`config.mk`:
```
export PLATFORM = sky130hd
export DESIGN_NAME = lsu
export DESIGN_NICKNAME = d
export VERILOG_FILES = /design/src/rtl/lsu_pkg.sv /design/src/rtl/lsu_align.sv /design/src/rtl/lsu.sv
export SDC_FILE = /design/constraint.sdc
export NUM_CORES = 1
export LEC_CHECK = 0
export ABC_AREA = 1
export CAP_MARGIN = 20
export CORE_AREA = 2 2 112 114
export CTS_BUF_LIST = sky130_fd_sc_hd__clkbuf_4 sky130_fd_sc_hd__clkbuf_8
export DETAILED_ROUTE_END_ITERATION = 10
export DIE_AREA = 0 0 114 116
export PLACE_DENSITY = 0.87
export SLEW_MARGIN = 15
export SYNTH_ARGS = -nofsm -noshare
export SYNTH_HDL_FRONTEND = slang
export SYNTH_HIERARCHICAL = 1
export SYNTH_SLANG_ARGS = --single-unit
export TNS_END_PERCENT = 20
```
`constraint.sdc`:
```
create_clock -name clk -period 4.25 [get_ports clk]
set_input_delay 0.425 -clock clk [delete_from_list [all_inputs] [get_ports clk]]
set_output_delay 0.425 -clock clk [all_outputs]
set_load 0.005 [all_outputs]
```
`src/rtl/lsu_pkg.sv`:
```
// Shared definitions for the load/store unit: memOP codes, FSM states and
// the legality/alignment rules applied when an instruction is accepted.
package lsu_pkg;

   localparam int LANE_W = 8;
   localparam int LANES  = 4;

   localparam logic [2:0] OP_B  = 3'b000;
   localparam logic [2:0] OP_H  = 3'b001;
   localparam logic [2:0] OP_W  = 3'b010;
   localparam logic [2:0] OP_BU = 3'b100;
   localparam logic [2:0] OP_HU = 3'b101;

   typedef enum logic [1:0] {
      ST_IDLE = 2'd0,
      ST_REQ  = 2'd1,
      ST_WAIT = 2'd2,
      ST_DONE = 2'd3
   } state_t;

   function automatic logic op_legal(input logic [2:0] op, input logic store);
      if (store)
         return (op == OP_B) || (op == OP_H) || (op == OP_W);
      return (op == OP_B) || (op == OP_H) || (op == OP_W) ||
             (op == OP_BU) || (op == OP_HU);
   endfunction

   function automatic logic misaligned(input logic [2:0] op, input logic [1:0] lo);
      case (op[1:0])
         2'b01:   return lo[0];
         2'b10:   return lo != 2'b00;
         default: return 1'b0;
      endcase
   endfunction

endpackage

```
`src/rtl/lsu_align.sv`:
```
// Byte-lane steering: store data replication and write strobes, plus load
// byte/half extraction with sign or zero extension (memOP bit 2 = unsigned).
module lsu_align
   import lsu_pkg::*;
#(
   parameter int DATA_W = 32
) (
   input  logic [2:0]        op,
   input  logic [1:0]        addr_lo,
   input  logic              store,
   input  logic [DATA_W-1:0] wdata,
   input  logic [DATA_W-1:0] rdata,
   output logic [DATA_W-1:0] st_wdata,
   output logic [LANES-1:0]  st_wmask,
   output logic [DATA_W-1:0] ld_data
);

   logic [DATA_W-1:0] shifted;
   logic [7:0]        byte_sel;
   logic [15:0]       half_sel;

   always_comb begin
      shifted  = rdata >> {addr_lo, 3'b000};
      byte_sel = shifted[7:0];
      half_sel = addr_lo[1] ? rdata[31:16] : rdata[15:0];
      st_wdata = wdata;
      st_wmask = '0;
      ld_data  = rdata;
      case (op[1:0])
         2'b00: begin
            st_wdata = {LANES{wdata[LANE_W-1:0]}};
            st_wmask = 4'b0001 << addr_lo;
            ld_data  = op[2] ? {24'b0, byte_sel} : {{24{byte_sel[7]}}, byte_sel};
         end
         2'b01: begin
            st_wdata = {2{wdata[15:0]}};
            st_wmask = 4'b0011 << addr_lo;
            ld_data  = op[2] ? {16'b0, half_sel} : {{16{half_sel[15]}}, half_sel};
         end
         default: begin
            st_wdata = wdata;
            st_wmask = 4'b1111;
            ld_data  = rdata;
         end
      endcase
      if (!store)
         st_wmask = '0;
   end

endmodule

```
`src/rtl/lsu.sv`:
```
// Load/store unit: one bus transaction per instruction over valid/ready,
// returning the extended load result (or an error) to writeback.
//
//   state   | meaning
//   IDLE    | ready for an instruction; decode legality on accept
//   REQ     | bus request held until mem_req_ready
//   WAIT    | request accepted, waiting for mem_resp_valid
//   DONE    | result presented until out_ready
module lsu
   import lsu_pkg::*;
#(
   parameter int ADDR_W = 32,
   parameter int DATA_W = 32
) (
   input  logic              clk,
   input  logic              rst_n,
   input  logic              in_valid,
   output logic              in_ready,
   input  logic [ADDR_W-1:0] in_addr,
   input  logic [DATA_W-1:0] in_wdata,
   input  logic [2:0]        in_memOP,
   input  logic              in_wen,
   input  logic              in_ren,
   output logic              out_valid,
   input  logic              out_ready,
   output logic [DATA_W-1:0] out_rdata,
   output logic              out_err,
   output logic              mem_req_valid,
   input  logic              mem_req_ready,
   output logic [ADDR_W-1:0] mem_addr,
   output logic              mem_wen,
   output logic [DATA_W-1:0] mem_wdata,
   output logic [3:0]        mem_wmask,
   input  logic              mem_resp_valid,
   input  logic [DATA_W-1:0] mem_resp_data,
   input  logic              mem_resp_err
);

   state_t            state, state_nx;
   logic [ADDR_W-1:0] addr_q;
   logic [DATA_W-1:0] wdata_q;
   logic [2:0]        op_q;
   logic              wen_q, ren_q;
   logic [DATA_W-1:0] rdata_q, rdata_nx;
   logic              err_q, err_nx;
   logic [DATA_W-1:0] st_wdata, ld_data;
   logic [3:0]        st_wmask;

   lsu_align #(.DATA_W(DATA_W)) u_align (
      .op       (op_q),
      .addr_lo  (addr_q[1:0]),
      .store    (wen_q),
      .wdata    (wdata_q),
      .rdata    (mem_resp_data),
      .st_wdata (st_wdata),
      .st_wmask (st_wmask),
      .ld_data  (ld_data)
   );

   always_ff @(posedge clk or negedge rst_n) begin
      if (!rst_n) begin
         state   <= ST_IDLE;
         addr_q  <= '0;
         wdata_q <= '0;
         op_q    <= '0;
         wen_q   <= 1'b0;
         ren_q   <= 1'b0;
         rdata_q <= '0;
         err_q   <= 1'b0;
      end else begin
         state   <= state_nx;
         rdata_q <= rdata_nx;
         err_q   <= err_nx;
         if (state == ST_IDLE && in_valid) begin
            addr_q  <= in_addr;
            wdata_q <= in_wdata;
            op_q    <= in_memOP;
            wen_q   <= in_wen;
            ren_q   <= in_ren;
         end
      end
   end

   always_comb begin
      state_nx = state;
      rdata_nx = rdata_q;
      err_nx   = err_q;
      case (state)
         ST_IDLE: begin
            if (in_valid) begin
               rdata_nx = '0;
               err_nx   = 1'b0;
               if (!in_wen && !in_ren) begin
                  state_nx = ST_DONE;
               end else if ((in_wen && in_ren) || !op_legal(in_memOP, in_wen) ||
                            misaligned(in_memOP, in_addr[1:0])) begin
                  state_nx = ST_DONE;
                  err_nx   = 1'b1;
               end else begin
                  state_nx = ST_REQ;
               end
            end
         end
         ST_REQ: begin
            if (mem_req_ready)
               state_nx = ST_WAIT;
         end
         ST_WAIT: begin
            if (mem_resp_valid) begin
               state_nx = ST_DONE;
               err_nx   = mem_resp_err;
               rdata_nx = (mem_resp_err || !ren_q) ? '0 : ld_data;
            end
         end
         ST_DONE: begin
            if (out_ready)
               state_nx = ST_IDLE;
         end
         default: state_nx = ST_IDLE;
      endcase
   end

   // Strobes and write flag are qualified by REQ so the bus sees a clean idle.
   assign in_ready      = (state == ST_IDLE);
   assign out_valid     = (state == ST_DONE);
   assign mem_req_valid = (state == ST_REQ);
   assign mem_wen       = (state == ST_REQ) && wen_q;
   assign mem_wmask     = (state == ST_REQ) ? st_wmask : 4'b0000;
   assign mem_addr      = {addr_q[ADDR_W-1:2], 2'b00};
   assign mem_wdata     = st_wdata;
   assign out_rdata     = rdata_q;
   assign out_err       = err_q;

endmodule

```
# Word-level counts from Yosys, hierarchy flattened
# Cells that the tools add are included.
[op_classes] eq_ne=14 mux=37 shifts=3 n_reduce_logical=22
[op_table] operator="one-hot mux 32 bit (2 select lines)" n=3
[op_table] operator="2-to-1 mux 32 bit" n=5
[op_table] operator="right shift 32 x 5 -> 8 bit" n=1
[op_table] operator="2-to-1 mux 1 bit" n=16
[op_table] operator="2-to-1 mux 16 bit" n=1
[op_table] operator="2-to-1 mux 2 bit" n=6
[op_table] operator="2-to-1 mux 4 bit" n=2
[op_table] operator="one-hot mux 2 bit (4 select lines)" n=1
[op_table] operator="one-hot mux 4 bit (2 select lines)" n=1
[op_table] operator="logical OR 1 bit" n=7
[op_table] operator="equality test 2 x 1 -> 1 bit (second input constant)" n=3
[op_table] operator="equality test 2 bit (second input constant)" n=3
[op_table] operator="equality test 3 bit (second input constant)" n=2
[op_table] operator="logical AND 1 bit" n=4
[op_table] operator="zero test 1 bit" n=4
[op_table] operator="zero test 2 bit" n=2
[op_table] operator="inequality test 2 x 1 -> 1 bit (second input constant)" n=2
[op_table] operator="inequality test 2 bit (second input constant)" n=2
[op_table] operator="one-hot mux 1 bit (2 select lines)" n=2
[op_table] operator="AND reduction 4 bit" n=1
[op_table] operator="nonzero test 2 bit" n=2
[op_table] operator="<< shifter 1 x 2 -> 4 bit (first input constant)" n=1
[op_table] operator="<< shifter 2 x 2 -> 4 bit (first input constant)" n=1
[op_table] operator="equality test 3 x 1 -> 1 bit (second input constant)" n=1
[op_table] operator="other kinds (3)" n=3
[word_totals] regBits=104 input_bits=108 wordCells=84

# Depth between registers and ports, before layout
# Gate-level depths: netlist of run 1.
[logic_depth] word_depth=16 depth_mapped=11 depth_no_buf=9

# By module
# Netlist of run 1, hierarchy kept.
[by_module_without_submodules] module="lsu" instances=1 seq_area_each_um2=2602.5 cells_each=388 area_per_inst_um2=4638.2
[by_module_without_submodules] module="lsu_align" instances=1 seq_area_each_um2=0.0 cells_each=265 area_per_inst_um2=1242.4

# Worst setup path after synthesis of run 1
# No wires, ideal clock.
[synth_path] path_type="register -> output" from="register addr_q[1]" to="output mem_wmask[2]" path_stages_with_launch=9 arrival_ps=1138 setup_slack_ps=2687 n_path_buf=1 path_cell_list="dfrtp_1 -> inv_2 -> clkbuf_8 -> a21oi_4 -> inv_2 -> o21ai_0 -> inv_1 -> nand2_1 -> inv_1"
[synth_between] elab_chain_len=4
[synth_rtl] item="start, declared" line="lsu.sv:40" rtl="logic [ADDR_W-1:0] addr_q;"
[synth_rtl] item="start signal, assigned" line="lsu.sv:75" rtl="addr_q <= in_addr;"
[synth_rtl] item="<< shifter 2 x 2 -> 4 bit / << shifter 1 x 2 -> 4 bit (equally long branches)" line="lsu_align.sv:37, lsu_align.sv:32"
[synth_rtl] item="one-hot mux 4 bit (2 select lines) *" line="lsu_align.sv:29" rtl="case (op[1:0])"
[synth_rtl] item="2-to-1 mux 4 bit *" line="lsu_align.sv:46" rtl="if (!store)"
[synth_rtl] item="via st_wmask[2]" line="lsu.sv:47" rtl="logic [3:0] st_wmask;"
[synth_rtl] item="2-to-1 mux 4 bit *" line="lsu.sv:128" rtl="assign mem_wmask = (state == ST_REQ) ? st_wmask : 4'b0000;"
[synth_rtl] item="end, declared" line="lsu.sv:33" rtl="output logic [3:0] mem_wmask,"
# Mark *: on every way through the listed nets, which the timed path passes. The rest lies on a longest branch.

# Final worst setup path of run 1
[layout_path] from="register op_q[1]" to="output mem_wdata[15]"
[layout_between] elab_chain_len=2
[layout_rtl] item="start, declared" line="lsu.sv:42" rtl="logic [2:0] op_q;"
[layout_rtl] item="start signal, assigned" line="lsu.sv:77" rtl="op_q <= in_memOP;"
[layout_rtl] item="equality test 2 x 1 -> 1 bit / zero test 2 bit (equally long branches)" line="lsu_align.sv:29"
[layout_rtl] item="one-hot mux 32 bit (2 select lines) *" line="lsu_align.sv:29"
[layout_rtl] item="end, declared" line="lsu.sv:32" rtl="output logic [DATA_W-1:0] mem_wdata,"
# Mark *: on every way between the ends. The rest lies on a longest branch, timed or not.

==> results.ini, run 1 <==
[run_status]
status=finished clean

[synth]
syn-mean-instance-area_sq_um=9.01
ys_ff_latch=104
async_flop_share=1.00
synth.cell_area_sq_um=5880
ys_warn_count=6
synth_ff_type=dfrtp_1
synth_top_family_by_area=simple AND/OR/NAND/NOR gates
synth_cell_type_count=30
synthAdderAreaFrac=0.0149
synth_mux_area_frac=0.124
synth-edff-count=0
synth-compound-area-share=0.101
yosysSeqAreaShare=0.443
synthCells=653
yosys.area_share.simple=0.183
synth-xor-area-share=0

[die]
die-area_sq_um=13200
die_y_um=116
core_area_sq_um=11900
fp.dieW_um=114
io_pins=213
initial_core_util=0.494
rows=40

[sta]
skew_ps=8.44
max_clock_freq_mhz=306
min_period_over_period=0.768
tns_ps=0
hold_violations=0
fin_crit_ps=3270
slew_headroom=0.385
setup_viol=0
rsz0062_at_grt=no
hold_slack_ps=490
drv_slew=0
worst_pin_slew_ps=919
timing.final.ws_setup_ps=985

[cts]
post_cts_buffers=0
hold_buffers=1
worstSkewPairLatency_ps=360
path_clk_slew_ps=100
clockBufferDepth=2
h-tree-depth=3
cts_buffers=9
clock-root-buffer=clkbuf_8
cts_resized=0
cts_tree=yes
cts.sinks=104

[setup_path]
crit_path_start_kind=register
max_stage_delay_ps=580
slowest_stage=dfrtp_1
worst_setup_path_end_kind=output pin
path_max_fanout=27
ff2ff_setup_slack_ps=1760
cp_cell_sequence=buf_4, nor2_4, nand2_1, o21ai_0, clkdlybuf4s50_1
worst_ep_required_time_ps=3830
r2r_cells=6
arrival_ps=2840
critPathKind=reg -> out

[route]
drtAntennaViolNets=0
drt_first_pass_iters=5
drtIter0Drc=312
wirelength_um=15900
via_count=4970
routedWlPerCell_um=16.6
drc=0
vias_per_cell=5.17

[global_routing]
grt-ovfl-total=0
grt_usage=0.242
antenna_found_initial=1
grt_pass1_vias=4957
grt_max_degree=66
grt_pass1_wl_um=24900

[final_layout]
utilization=0.661
nets=924
synthToLayoutAreaGrowth_pct=33.8
n_antenna_cell=0
drive_gt1_frac=0.155

[place]
place.gp.congestion=0.896
pre_cts_slack_ps=1400
portBuffers=210
place_hpwl_um=12000

[hold_path]
holdPathStages=2
worstHoldPathType=reg -> reg

[power_and_ir_drop]
vdd_ir_drop_max_mv=0.446
power_leakage_nw=3.56
power_density_nw_per_um2=686

[job]
max-cap-violations=0

==> cells in the final DEF, fill, tap and decap left out, drive strengths merged, types with 7 or more instances in the layout <==
cell	netlist	final
ha	7	7
clkbuf	11	11
nand3	31	31
nand2	199	199
nor2	25	25
inv	51	51
a21oi	11	11
buf	62	7
dfrtp	104	104
o21ai	72	72
clkdlybuf4s50	0	209
mux2	65	65
o211ai	9	9
==> critical path, delay by kind of cell (launching register included) <==
kind | cells | cell delay (ps)
AO/OA/AOI/OAI | 1 | 230
buffers and inverters | 2 | 900
flip-flops | 1 | 580
AND/OR/NAND/NOR | 2 | 760
==> stage by stage <==
| stage | instance area (sq um) | cells | power [mW] |
|---|---|---|---|
| final | 7870 | 961 | 5.40 |
| after CTS | 7870 | 961 | 5.44 |
| after global placement | 7640 | 944 | 4.66 |
| after floorplan | 5880 | 654 | 3.66 |
| after global routing | 7870 | 961 | 5.81 |
| after detailed placement | 7640 | 944 | 4.74 |
==> metal layers <==
metal,wire [um],global-route usage,part of all wire
met3,1800,0.0905,0.11
met1,5960,0.281,0.37
met5,0,0,0
met2,7760,0.415,0.49
met4,398,0.0846,0.025
==> synth_stat cells, types with 7 or more instances <==
master / count / area (sq um)
mux2_2: 65 / 732
buf_6: 15 / 169
o21ai_2: 21 / 184
inv_1: 46 / 173
ha_1: 7 / 87.6
a21oi_1: 10 / 50.1
o21ai_0: 40 / 200
nand3_1: 29 / 145
dfrtp_1: 104 / 2600
o21ai_1: 11 / 55.1
nand2_1: 196 / 736
o211ai_1: 8 / 60.1
buf_4: 40 / 300
nor2_1: 23 / 86.3
==> cell families after synthesis <==
family | after synthesis
AO/OA/AOI/OAI | 94
adder cells (fa/ha/maj) | 7
buffers and inverters | 124
flip-flops | 104
multiplexers | 65
other | 1
AND/OR/NAND/NOR | 258
==> final timing paths <==
| check | endpoint | from |
|---|---|---|
| max in group asynchronous | addr_q[30] | rst_n |
| worst min register to register | out_rdata[27] | out_rdata[27] |
| worst min-delay path | out_rdata[27] | out_rdata[27] |
| worst max-delay path | mem_wdata[15] | op_q[1] |
| worst max register to register | out_rdata[26] | op_q[1] |
| min in group asynchronous | out_rdata[25] | rst_n |
==> where the power goes <==
part / switching [mW] / total (mW) / internal (mW) / leakage (nW)
sequential: 0.313 / 1.72 / 1.40 / 1.30
combinational: 1.42 / 3.00 / 1.58 / 2.16
clock: 0.336 / 0.682 / 0.346 / 0.110
==> registers in the layout, summed over array words and instances (netlist names) <==
| signal | flops |
|---|---|
| addr_q | 32 |
| out_rdata | 32 |
| wdata_q | 32 |
| op_q | 3 |
| state | 2 |
| out_err | 1 |
| ren_q | 1 |
| wen_q | 1 |
==> layout make-up <==
class                           count  area, sq um
Inverter                           51          191
Fill cell                         982         4040
Tap cell                          147          184
Sequential cell                   104         2600
Clock buffer                       11          139
Timing Repair Buffer              217         2170
Clock inverter                      5         81.3
Multi-Input combinational cell    426         2500
No activity file was read; power rests on OpenSTA's default activity.
==> inputs of run 2 (changes only) <==
CORE_AREA = 2 2 122 124   (was 2 2 112 114)
DIE_AREA = 0 0 124 126   (was 0 0 114 116)
PLACE_DENSITY = 0.78   (was 0.87)
clock period = 2.7 ns   (was 4.25 ns; I/O delays follow)
==> run 2 against run 1 <==
Against the previous run:
- register-to-register slack worse by 1200 ps
- sequential power up 53%
- via count decreased by 1.3%
- clock skew fell by 2.4 ps
- sequential share of layout area fell by 0.38 points
- core utilization decreased by 10 points
- total power rose by 58%
- hold slack worse by 200 ps
- first-iteration DRC count up 11%
- setup slack lost 770 ps
- critical path depth fell by 1
- final cell count rose by 4.4%
- critical path type unchanged
==> results.ini, run 2 (synthesis gave the netlist of run 1 again) <==
[route]
drtIter0Drc=347
routedWlPerCell_um=15.6
drtAntennaViolNets=0
drt_first_pass_iters=5
via_count=4903
vias_per_cell=4.89
drc=0
wirelength_um=15600

[die]
fp.dieW_um=124
die-area_sq_um=15600
initial_core_util=0.411
core_area_sq_um=14300
die_y_um=126
rows=44
io_pins=213

[final_layout]
instances_no_fill=1003
stdcell_area_sq_um=7960
final_common_cell=clkdlybuf4s50_1
n_antenna_cell=0
synthToLayoutAreaGrowth_pct=35.4
drive_gt1_frac=0.160
final_cell_mix=clkdlybuf4s50_1, nand2_1, dfrtp_1
nets=929
nFillCells=1333
utilization=0.556

[run_status]
status=finished clean

[cts]
path_clk_slew_ps=100
cts.sinks=104
cts_resized=0
cts_tree=yes
h-tree-depth=3
clockBufferDepth=2
worstSkewPairLatency_ps=380
cts_buffers=9
clock-root-buffer=clkbuf_8

[sta]
fin_crit_ps=2490
rsz0062_at_grt=no
slew_headroom=0.664
max_clock_freq_mhz=402
min_period_over_period=0.921
timing.final.ws_setup_ps=213
setup_viol=0
tns_ps=0
skew_ps=6.07
hold_violations=0
hold_slack_ps=295
worst_pin_slew_ps=502
drv_slew=0

[setup_path]
arrival_ps=2220
worst_path_dominant_cell_family=simple AND/OR/NAND/NOR gates
worst_setup_path_end_kind=output pin
path_max_fanout=19
cp_cell_sequence=nor2_4, nand2_1, o211ai_1, clkdlybuf4s50_1
critPathKind=reg -> out
max_stage_delay_ps=570
critPathBufInv=1
slowest_stage=clkdlybuf4s50_1
worst_ep_required_time_ps=2430
crit_path_start_kind=register

[global_routing]
grt-ovfl-total=0
grt_pass1_wl_um=24600
antenna_found_initial=0
use_met3=0.0707
grt_usage=0.203
top_usage_layer=met2
grt_max_degree=66
gr-usage-met2=0.324
grtUsageMet1=0.249
grt_pass1_vias=4949

[power_and_ir_drop]
p_sw_frac=0.384
switching_power_mw=3.27
p_clk_frac=0.122
p_seq_frac=0.310
power_leakage_nw=3.59
internal-power_mw=5.25
power_density_nw_per_um2=1070
vdd_ir_drop_max_mv=0.573
p_total_mw=8.52
p_comb_frac=0.568

[place]
place_hpwl_um=11700
portBuffers=210
pre_cts_slack_ps=601
place_area_sq_um=7750
dp_cells=986
place.gp.congestion=0.894

[job]
max-cap-violations=0

[hold_path]
worstHoldPathType=in -> async

[run 2: cell type report]
| cell class | count | area (sq um) | area share |
|---|---|---|---|
| repair buffers | 222 | 2230 | 0.280 |
| inverters | 51 | 191 | 0.0240 |
| flip-flops and latches | 104 | 2600 | 0.327 |
| multi-input cells | 426 | 2500 | 0.315 |
| clock buffers | 12 | 153 | 0.0192 |
| well taps | 184 | 230 | 0.0289 |
| clock inverters | 4 | 51.3 | 0.00644 |
[run 2: metal layers]
| layer | vias up | share of wire |
|---|---|---|
| met5 | - | 0 |
| met4 | 0 | 0.021 |
| met3 | 22 | 0.10 |
| met2 | 202 | 0.46 |
| met1 | 2287 | 0.41 |
| li1 | 2392 | - |
[run 2: power groups by stage]
stage / Sequential (mW) / Clock (mW) / Combinational [mW]
after floorplan: 2.54 / 0 / 3.23
after global placement: 2.64 / 0 / 4.82
after detailed placement: 2.67 / 0 / 4.85
after CTS: 2.65 / 1.07 / 4.88
after global routing: 2.73 / 1.13 / 5.35
final: 2.64 / 1.04 / 4.84
[run 2: repair_timing]
item / CTS / global route
endpoints found under the hold margin: 17 / 0
setup buffers: 0 / 0
hold buffers: 1 / 0
[run 2: path summary, 6_finish.rpt]
path | startpoint | end | slack (ps) | cells past startpoint
max reg2reg | op_q[0] | out_rdata[31] | 560 | 6
max in group asynchronous | rst_n | wdata_q[2] | 1630 | 3
max | op_q[0] | mem_wdata[24] | 210 | 4
min reg2reg | out_rdata[2] | out_rdata[2] | 490 | 2
min in group clk | in_wdata[0] | wdata_q[0] | 490 | 2
min | rst_n | out_rdata[24] | 290 | 2
==> inputs of run 3 (changes only) <==
CORE_AREA = 4 4 124 126   (was 2 2 122 124)
DIE_AREA = 0 0 128 130   (was 0 0 124 126)
==> run 3 against run 2 <==
Against the previous run:
- global-route usage fell by 0.80 points
- register-to-register slack improved by 40 ps
- setup slack improved by 55 ps
- clock-buffer cell count fell by 2
- final cell count is 0.20% higher
- first-iteration DRC count rose by 1.2%
- critical path depth is 3 higher
- sequential share of layout area shrank 0.29 points
- non-clock buffer count grew 2
- maximum frequency is 2.3% higher
- via count is 1.5% higher
- sequential power about the same
- critical endpoint is now mem_wmask[2]
==> results.ini, run 3 (synthesis gave the netlist of run 1 again) <==
[run_status]
status=finished clean

[final_layout]
final_cell_mix=clkdlybuf4s50_1, nand2_1, dfrtp_1
nFillCells=1298
multi_input_area_sq_um=2500
regArea_sq_um=2600
drive_gt1_frac=0.162
synthToLayoutAreaGrowth_pct=36.6
n_antenna_cell=0
final_common_cell=clkdlybuf4s50_1
nets=931

[cts]
cts_tree=yes
path_clk_slew_ps=110
post_cts_buffers=0
cts.sinks=104
h-tree-depth=3
cts_resized=0
clock-root-buffer=clkbuf_8
clockBufferDepth=2
worstSkewPairLatency_ps=380
hold_buffers=1
cts_buffers=9

[setup_path]
r2r_start=state[0]
slowest_stage=dfrtp_1
crit_path_start_kind=register
worstReg2RegEnd=out_rdata[3]
worst_ep_required_time_ps=2430
r2r_cells=7
max_stage_delay_ps=510
cpMostUsedCell=inv_1
arrival_ps=2160
cp_cell_sequence=inv_2, a21oi_1, o21ai_0, inv_1, nand2_1, inv_1, clkdlybuf4s50_1
worst_setup_path_end_kind=output pin
ff2ff_setup_slack_ps=600
path_max_fanout=12
critPathKind=reg -> out
crit_start=op_q[1]

[global_routing]
grt-ovfl-total=0
grt_pass1_wl_um=25300
grt_usage=0.195
grt_pass1_vias=4947
grt_max_degree=41
antenna_found_initial=0

[sta]
hold_slack_ps=397
min_period_over_period=0.901
timing.final.ws_setup_ps=268
tns_ps=0
hold_violations=0
slew_headroom=0.393
rsz0062_at_grt=no
skew_ps=14.4
setup_viol=0
worst_pin_slew_ps=907
fin_crit_ps=2430
drv_slew=0
max_clock_freq_mhz=411

[route]
drt_first_pass_iters=5
via_count=4976
drtAntennaViolNets=0
vias_per_cell=4.95
routedWlPerCell_um=15.9
drc=0
drtIter0Drc=351
wirelength_um=16000

[place]
pre_cts_slack_ps=632
place_hpwl_um=12400
place.gp.congestion=0.891
portBuffers=210

[power_and_ir_drop]
p_sw_frac=0.376
power_leakage_nw=3.62
power_density_nw_per_um2=1080
switching_power_mw=3.27
internal-power_mw=5.43
vdd_ir_drop_max_mv=0.615
p_seq_frac=0.304
p_clk_frac=0.137
p_comb_frac=0.560

[die]
io_pins=213
core_area_sq_um=14300
die_y_um=130
die-area_sq_um=16600
initial_core_util=0.411
fp.dieW_um=128
rows=44

[job]
max-cap-violations=0

[hold_path]
worstHoldPathType=in -> async

## run 3: per-layer routing
metal,global-route usage,wire (um),vias to the layer above
li1,-,-,2397
met1,0.229,6040,2333
met2,0.321,7600,228
met3,0.0843,2080,18
met4,0.0668,297,0
met5,0,0,-
## run 3: power by group through the flow
stage | Combinational, mW | Clock (mW) | Sequential [mW]
floorplan | 3.23 | 0 | 2.54
global placement | 4.86 | 0 | 2.63
detailed placement | 4.91 | 0 | 2.67
CTS | 4.94 | 1.23 | 2.65
global route | 5.40 | 1.29 | 2.73
finish | 4.87 | 1.19 | 2.64
## run 3: worst max-delay path by stage
| stage | end | cells after the start | slack [ps] |
|---|---|---|---|
| 2_1_floorplan | addr_q[18] | 5 | 1180 |
| 3_3_place_gp | out_rdata[5] | 6 | 650 |
| 3_5_place_dp | out_rdata[12] | 5 | 630 |
| 4_1_cts | mem_wdata[31] | 4 | 200 |
| 5_1_grt | mem_wdata[9] | 4 | 140 |
| 6_report | mem_wmask[2] | 7 | 270 |
## run 3: layout make-up
cell class                      count  area share
Clock inverter                      6      0.0145
Timing Repair Buffer              224       0.281
Multi-Input combinational cell    426       0.312
Inverter                           51      0.0238
Sequential cell                   104       0.324
Tap cell                          184      0.0287
Clock buffer                       10      0.0164
## run 3: metrics by stage
| step | area (sq um) | std cells | utilization | power [mW] |
|---|---|---|---|---|
| after detailed placement | 7780 | 988 | 0.543 | 7.58 |
| final | 8030 | 1005 | 0.561 | 8.70 |
| after global placement | 7780 | 988 | 0.543 | 7.50 |
| after global routing | 8030 | 1005 | 0.561 | 9.43 |
| after CTS | 8030 | 1005 | 0.561 | 8.81 |
| after floorplan | 5880 | 654 | - | 5.77 |
## run 3: worst max-delay path: cells and delay by family, from the launching register on
kind	cells	cell delay [ps]
buffers and inverters	4	830
DFF	1	510
AOI/OAI and AO/OA	2	390
and+or+nand+nor	1	50
